[src/rtl/controle_autenticacao_if.sv]
// Panel/comparator bundle for the authentication controller: request inputs,
// comparator drive and result, and status outputs.
interface controle_autenticacao_if;
  logic       iniciar;
  logic [2:0] usuario;
  logic [2:0] senha;
  logic [2:0] cmp_usuario;
  logic [2:0] cmp_senha;
  logic [2:0] cmp_aut;
  logic       ocupado;
  logic       acesso_liberado;
  logic [1:0] nivel;
  logic       negado;
  logic       bloqueado;
  logic [2:0] tentativas;

  modport master (
    output iniciar, usuario, senha, cmp_aut,
    input  cmp_usuario, cmp_senha, ocupado, acesso_liberado, nivel,
           negado, bloqueado, tentativas
  );

  modport slave (
    input  iniciar, usuario, senha, cmp_aut,
    output cmp_usuario, cmp_senha, ocupado, acesso_liberado, nivel,
           negado, bloqueado, tentativas
  );
endinterface

[src/rtl/controle_autenticacao.sv]
// Sequencer around the combinational authentication comparator: captures a
// request, grants access for a fixed window, and locks out after repeated failures.
//
// state    | meaning
// IDLE     | waiting for iniciar
// APLICA   | request held on comparator, one settling cycle
// LIBERADO | access granted, grant timer running
// NEGADO   | failed check, negado pulse
// BLOQUEIO | lockout, lock timer running
module controle_autenticacao #(
  parameter int MAX_TENTATIVAS = 3,
  parameter int GRANT_CICLOS   = 8,
  parameter int LOCK_CICLOS    = 16
) (
  input logic clk,
  input logic rst_n,
  controle_autenticacao_if.slave bus
);

  localparam int T_MAX = ((GRANT_CICLOS > LOCK_CICLOS) ? GRANT_CICLOS : LOCK_CICLOS) - 1;
  localparam int TW    = (T_MAX < 2) ? 1 : $clog2(T_MAX + 1);
  localparam logic [TW-1:0] GRANT_INI = TW'(GRANT_CICLOS - 1);
  localparam logic [TW-1:0] LOCK_INI  = TW'(LOCK_CICLOS - 1);
  localparam logic [2:0]    MAX_FALHAS = 3'(MAX_TENTATIVAS);

  typedef enum logic [2:0] {
    IDLE     = 3'd0,
    APLICA   = 3'd1,
    LIBERADO = 3'd2,
    NEGADO   = 3'd3,
    BLOQUEIO = 3'd4
  } estado_t;

  estado_t     r_estado;
  logic [TW-1:0] r_timer;
  logic [2:0]  r_cmp_usuario;
  logic [2:0]  r_cmp_senha;
  logic        r_ocupado;
  logic        r_acesso;
  logic [1:0]  r_nivel;
  logic        r_negado;
  logic        r_bloqueado;
  logic [2:0]  r_tentativas;

  logic [1:0]  w_nivel;
  logic [2:0]  w_falhas_prox;

  // Bit 2 has priority, then bit 1, then bit 0.
  always_comb begin
    w_nivel = 2'd0;
    if (bus.cmp_aut[2])      w_nivel = 2'd3;
    else if (bus.cmp_aut[1]) w_nivel = 2'd2;
    else if (bus.cmp_aut[0]) w_nivel = 2'd1;
  end

  assign w_falhas_prox = (r_tentativas >= MAX_FALHAS) ? MAX_FALHAS : r_tentativas + 3'd1;

  always_ff @(posedge clk or negedge rst_n) begin
    if (!rst_n) begin
      r_estado      <= IDLE;
      r_timer       <= '0;
      r_cmp_usuario <= 3'd0;
      r_cmp_senha   <= 3'd0;
      r_ocupado     <= 1'b0;
      r_acesso      <= 1'b0;
      r_nivel       <= 2'd0;
      r_negado      <= 1'b0;
      r_bloqueado   <= 1'b0;
      r_tentativas  <= 3'd0;
    end else begin
      case (r_estado)
        IDLE: begin
          if (bus.iniciar) begin
            r_cmp_usuario <= bus.usuario;
            r_cmp_senha   <= bus.senha;
            r_ocupado     <= 1'b1;
            r_estado      <= APLICA;
          end
        end

        APLICA: begin
          if (bus.cmp_aut != 3'd0) begin
            r_nivel      <= w_nivel;
            r_acesso     <= 1'b1;
            r_tentativas <= 3'd0;
            r_timer      <= GRANT_INI;
            r_estado     <= LIBERADO;
          end else begin
            r_negado     <= 1'b1;
            r_tentativas <= w_falhas_prox;
            if (w_falhas_prox == MAX_FALHAS) begin
              r_bloqueado <= 1'b1;
              r_timer     <= LOCK_INI;
              r_estado    <= BLOQUEIO;
            end else begin
              r_estado <= NEGADO;
            end
          end
        end

        LIBERADO: begin
          if (r_timer == '0) begin
            r_acesso      <= 1'b0;
            r_nivel       <= 2'd0;
            r_cmp_usuario <= 3'd0;
            r_cmp_senha   <= 3'd0;
            r_ocupado     <= 1'b0;
            r_estado      <= IDLE;
          end else begin
            r_timer <= r_timer - 1'b1;
          end
        end

        NEGADO: begin
          r_negado      <= 1'b0;
          r_cmp_usuario <= 3'd0;
          r_cmp_senha   <= 3'd0;
          r_ocupado     <= 1'b0;
          r_estado      <= IDLE;
        end

        BLOQUEIO: begin
          // negado from the failing check overlaps the first lockout cycle.
          r_negado <= 1'b0;
          if (r_timer == '0) begin
            r_bloqueado   <= 1'b0;
            r_tentativas  <= 3'd0;
            r_cmp_usuario <= 3'd0;
            r_cmp_senha   <= 3'd0;
            r_ocupado     <= 1'b0;
            r_estado      <= IDLE;
          end else begin
            r_timer <= r_timer - 1'b1;
          end
        end

        default: begin
          r_estado      <= IDLE;
          r_timer       <= '0;
          r_cmp_usuario <= 3'd0;
          r_cmp_senha   <= 3'd0;
          r_ocupado     <= 1'b0;
          r_acesso      <= 1'b0;
          r_nivel       <= 2'd0;
          r_negado      <= 1'b0;
          r_bloqueado   <= 1'b0;
        end
      endcase
    end
  end

  assign bus.cmp_usuario     = r_cmp_usuario;
  assign bus.cmp_senha       = r_cmp_senha;
  assign bus.ocupado         = r_ocupado;
  assign bus.acesso_liberado = r_acesso;
  assign bus.nivel           = r_nivel;
  assign bus.negado          = r_negado;
  assign bus.bloqueado       = r_bloqueado;
  assign bus.tentativas      = r_tentativas;

endmodule

[src/flat_wrapper.sv]
// flat-port wrapper written by rule: the top's interface ports become plain ports
module controle_autenticacao_flat 
#(
  parameter int MAX_TENTATIVAS = 3,
  parameter int GRANT_CICLOS   = 8,
  parameter int LOCK_CICLOS    = 16
)
  (clk, rst_n, bus_iniciar, bus_usuario, bus_senha, bus_cmp_aut, bus_cmp_usuario, bus_cmp_senha, bus_ocupado, bus_acesso_liberado, bus_nivel, bus_negado, bus_bloqueado, bus_tentativas);
  controle_autenticacao_if bus_i ();
  input logic clk;
  input logic rst_n;
  input wire logic [$bits(bus_i.iniciar)-1:0] bus_iniciar;
  input wire logic [$bits(bus_i.usuario)-1:0] bus_usuario;
  input wire logic [$bits(bus_i.senha)-1:0] bus_senha;
  input wire logic [$bits(bus_i.cmp_aut)-1:0] bus_cmp_aut;
  output wire logic [$bits(bus_i.cmp_usuario)-1:0] bus_cmp_usuario;
  output wire logic [$bits(bus_i.cmp_senha)-1:0] bus_cmp_senha;
  output wire logic [$bits(bus_i.ocupado)-1:0] bus_ocupado;
  output wire logic [$bits(bus_i.acesso_liberado)-1:0] bus_acesso_liberado;
  output wire logic [$bits(bus_i.nivel)-1:0] bus_nivel;
  output wire logic [$bits(bus_i.negado)-1:0] bus_negado;
  output wire logic [$bits(bus_i.bloqueado)-1:0] bus_bloqueado;
  output wire logic [$bits(bus_i.tentativas)-1:0] bus_tentativas;
  assign bus_i.iniciar = bus_iniciar;
  assign bus_i.usuario = bus_usuario;
  assign bus_i.senha = bus_senha;
  assign bus_i.cmp_aut = bus_cmp_aut;
  assign bus_cmp_usuario = bus_i.cmp_usuario;
  assign bus_cmp_senha = bus_i.cmp_senha;
  assign bus_ocupado = bus_i.ocupado;
  assign bus_acesso_liberado = bus_i.acesso_liberado;
  assign bus_nivel = bus_i.nivel;
  assign bus_negado = bus_i.negado;
  assign bus_bloqueado = bus_i.bloqueado;
  assign bus_tentativas = bus_i.tentativas;
  controle_autenticacao #(.MAX_TENTATIVAS(MAX_TENTATIVAS), .GRANT_CICLOS(GRANT_CICLOS), .LOCK_CICLOS(LOCK_CICLOS)) u_core (.clk(clk), .rst_n(rst_n), .bus(bus_i));
endmodule
[config.mk]
export PLATFORM = sky130hd
export DESIGN_NAME = controle_autenticacao_flat
export DESIGN_NICKNAME = d
export VERILOG_FILES = /design/src/rtl/controle_autenticacao_if.sv /design/src/rtl/controle_autenticacao.sv /design/src/flat_wrapper.sv
export SDC_FILE = /design/constraint.sdc
export NUM_CORES = 1
export LEC_CHECK = 0
export ABC_AREA = 1
export ABC_CLOCK_PERIOD_IN_PS = 1900
export BUFFER_PORTS_ARGS = -buffer_cell sky130_fd_sc_hd__buf_2
export CAP_MARGIN = 10
export CORE_ASPECT_RATIO = 1.75
export CORE_UTILIZATION = 45
export CTS_BUF_LIST = sky130_fd_sc_hd__clkbuf_8 sky130_fd_sc_hd__clkbuf_16
export DETAILED_ROUTE_END_ITERATION = 8
export GPL_ROUTABILITY_DRIVEN = 0
export PLACE_DENSITY = 0.68
export SYNTH_ARGS = -nofsm -noshare
export SYNTH_HDL_FRONTEND = slang
export SYNTH_SLANG_ARGS = --single-unit
[constraint.sdc]
create_clock -name clk -period 1.9 [get_ports clk]
set_input_delay 0.095 -clock clk [delete_from_list [all_inputs] [get_ports clk]]
set_output_delay 0.095 -clock clk [all_outputs]
set_load 0.005 [all_outputs]
==> out/metrics.cfg <==
[status]
status = finished clean

[route]
wl_um = 2500
dr.pass1.iters = 4
drc_errors = 0
vias = 1078
wl_per_cell_um = 12.4
routed_via_density = 5.36
drtIter0Drc = 24
detail-route-antenna-nets = 0

[global_route]
antenna_found_initial = 0
grt_max_degree = 23
grt_pass1_vias = 1079
grtUsageTotal_pct = 20.9
grt.overflow.total = 0
grt_pass1_wl_um = 4240

[power]
power_frac_clock_pct = 13.4
vdd_drop_max_uv = 1040
p_seq_share_pct = 36.3
p_int_mw = 1.19
p_switching_mw = 0.944
power.leakage_nw = 0.791
comb_power_share_pct = 50.3
switching_share_pct = 44.3
p_per_area_nw_per_um2 = 1520

[synthesis]
ys_ff_latch = 22
ys_top_cells_by_area = dfrtp_1, nand2_1, o21ai_0
syn_inst = 144
synth_area_um2 = 1180
syn-num-nets = 160
yosys_warnings = 0
async_reset_ff_share_pct = 100
netlist.area_leader.share_pct = 46.8
synth_edf_count = 0
yosys-top-cells-count = nand2_1, dfrtp_1, inv_1
yosysMostFrequentCell = nand2_1
synth-main-ff-cell = dfrtp_1
synth_top_area_cell = dfrtp_1
yosysSeqAreaShare_pct = 46.8
synth.avg_cell_area_um2 = 8.18
yosysUniqueCellTypes = 23

[setup_path]
cp_cell_sequence = ha_1 -> ha_1 -> nor2_1 -> nand3_1 -> nand3_1 -> nand2_2 -> nand4_1 -> nand2_1
r2r_setup_slack_ns = 0.21
path_buf_inv = 0
worst_path_dominant_cell_family = simple AND/OR/NAND/NOR gates
r2r_end = u_core.r_timer[2]
cpPeakStageDelay_ns = 0.42
crit_path_end_kind = register
start_kind = register
path_class = reg -> reg
cp-endpoint = u_core.r_timer[2]
crit_cells = 8
required_ns = 2.05
cp.arrival_ns = 1.84
r2r-start = u_core.bus.tentativas[0]
cp_slowest_cell = dfrtp_1
crit_fanout = 6
r2r_cells = 8
cp-startpoint = u_core.bus.tentativas[0]

[floorplanning]
start_util_pct = 47.2
die_w_um = 40.7
die_y_um = 69.7
dieArea_um2 = 2830
num_io_pins = 27
fp.coreArea_um2 = 2490
fp-row-count = 24

[cts]
htree_num_levels = 1
insertion_delay_ns = 0.26
cts_resized = 0
cts_buffers = 3
cts.hold.buffers_added = 1
cts.clk_slew.worst_paths_ns = 0.08
cts_sinks = 22
cts_setup_buffers = 0
cts_tree = built
clockBufferDepth = 2
root_buffer = clkbuf_8

[timing]
max_slew_margin_pct = 68.5
timing.fmax_mhz = 592
setup_tns_ns = 0
rsz0062_at_grt = no
hold_viol = 0
drv_slew = 0
period_needed_ns = 1.69
setup_viol = 0
worstMarginPinSlew_ns = 0.472
period_share_pct = 88.9
finalClockSkew_ns = 0.00292

[layout]
num-nets-final = 193
area_delta_synth_final_pct = 18.8
final_util_pct = 56.1
num_antenna_cells = 0
final_layout_size_suffix_gt1_share_pct = 25.7

[min_path]
hold_class = in -> reg

[flow_run]
maxCapViolCount = 0

[placement]
port_buffers = 26
post-dp-hpwl_um = 2030

## metrics by stage
step,hold WS (ns),power (mW),cell area [um2],worst slack [ns],std cells
floorplan,-0.201,1.51,1180,0.372,144
global placement,0.0836,1.82,1350,0.290,197
detailed placement,0.0836,1.86,1350,0.217,197
CTS,0.0307,2.15,1400,0.198,201
global route,0.0405,2.33,1400,0.0108,201
finish,0.0325,2.13,1400,0.212,201
## worst min-delay path by stage
stage,cells after the start,start,to,slack [ns]
floorplan,0,rst_n,u_core.bus.acesso_liberado,-0.20
global route,3,bus_usuario[2],u_core.bus.cmp_usuario[2],0.04
detailed placement,1,rst_n,u_core.bus.tentativas[0],0.08
finish,3,bus_usuario[2],u_core.bus.cmp_usuario[2],0.03
global placement,1,rst_n,u_core.bus.tentativas[1],0.08
CTS,3,bus_usuario[2],u_core.bus.cmp_usuario[2],0.03
## power by group through the flow
| stage | registers [mW] | clock network [mW] | logic (mW) |
|---|---|---|---|
| floorplan | 0.781 | 0 | 0.732 |
| global placement | 0.773 | 0 | 1.04 |
| detailed placement | 0.783 | 0 | 1.08 |
| CTS | 0.775 | 0.294 | 1.08 |
| global route | 0.797 | 0.311 | 1.22 |
| finish | 0.773 | 0.285 | 1.07 |
## worst register-to-register path: stages, from the launching register on
cell     delay (ns)
dfrtp_1        0.42
ha_1           0.22
ha_1           0.18
nor2_1         0.16
nand3_1        0.12
nand3_1        0.17
nand2_2        0.12
nand4_1        0.11
nand2_1        0.07
## cells by family (layout without fill, tap and decap cells)
group | count (synthesis) | count (layout) | share of synthesized area, %
XOR/XNOR | 1 | 1 | 0.744
AO/OA/AOI/OAI | 25 | 25 | 12.6
buffers and inverters | 18 | 49 | 5.74
flip-flops | 22 | 22 | 46.8
adder cells (fa/ha/maj) | 4 | 4 | 4.25
AND/OR/NAND/NOR | 74 | 74 | 29.9
## state kept, by name, summed over array words and instances (netlist names)
signal                      flops
u_core.bus.ocupado              1
u_core.r_estado                 3
u_core.bus.bloqueado            1
u_core.bus.nivel                2
u_core.bus.cmp_usuario          3
u_core.r_timer                  4
u_core.bus.tentativas           3
u_core.bus.cmp_senha            3
u_core.bus.negado               1
u_core.bus.acesso_liberado      1
## per-layer routing
layer	global-route usage, %	share of wire (%)
met1	22.0	37
met4	8.89	1.5
met5	0	0
met2	36.7	57
met3	3.85	3.8
## layout make-up
class                           instances  area [um2]
Fill cell                             235        1090
Tap cell                               26        32.5
Sequential cell                        22         551
Multi-Input combinational cell        104         559
Inverter                               18        67.6
Clock buffer                            3        41.3
Timing Repair Buffer                   28         148
## cells in the final DEF, fill, tap and decap left out, types with 2 or more instances in the layout
cell type   n
nand4_1     5
nand3b_1    2
nand2_2     3
inv_2       4
ha_1        4
nor2_1      8
o22ai_1     2
clkbuf_8    3
nand3_1     8
o21ai_2     2
nand2_1    43
buf_2      26
dfrtp_1    22
o21ai_0    12
inv_1      14
a21oi_1     6
No activity file was read; power rests on OpenSTA's default activity.
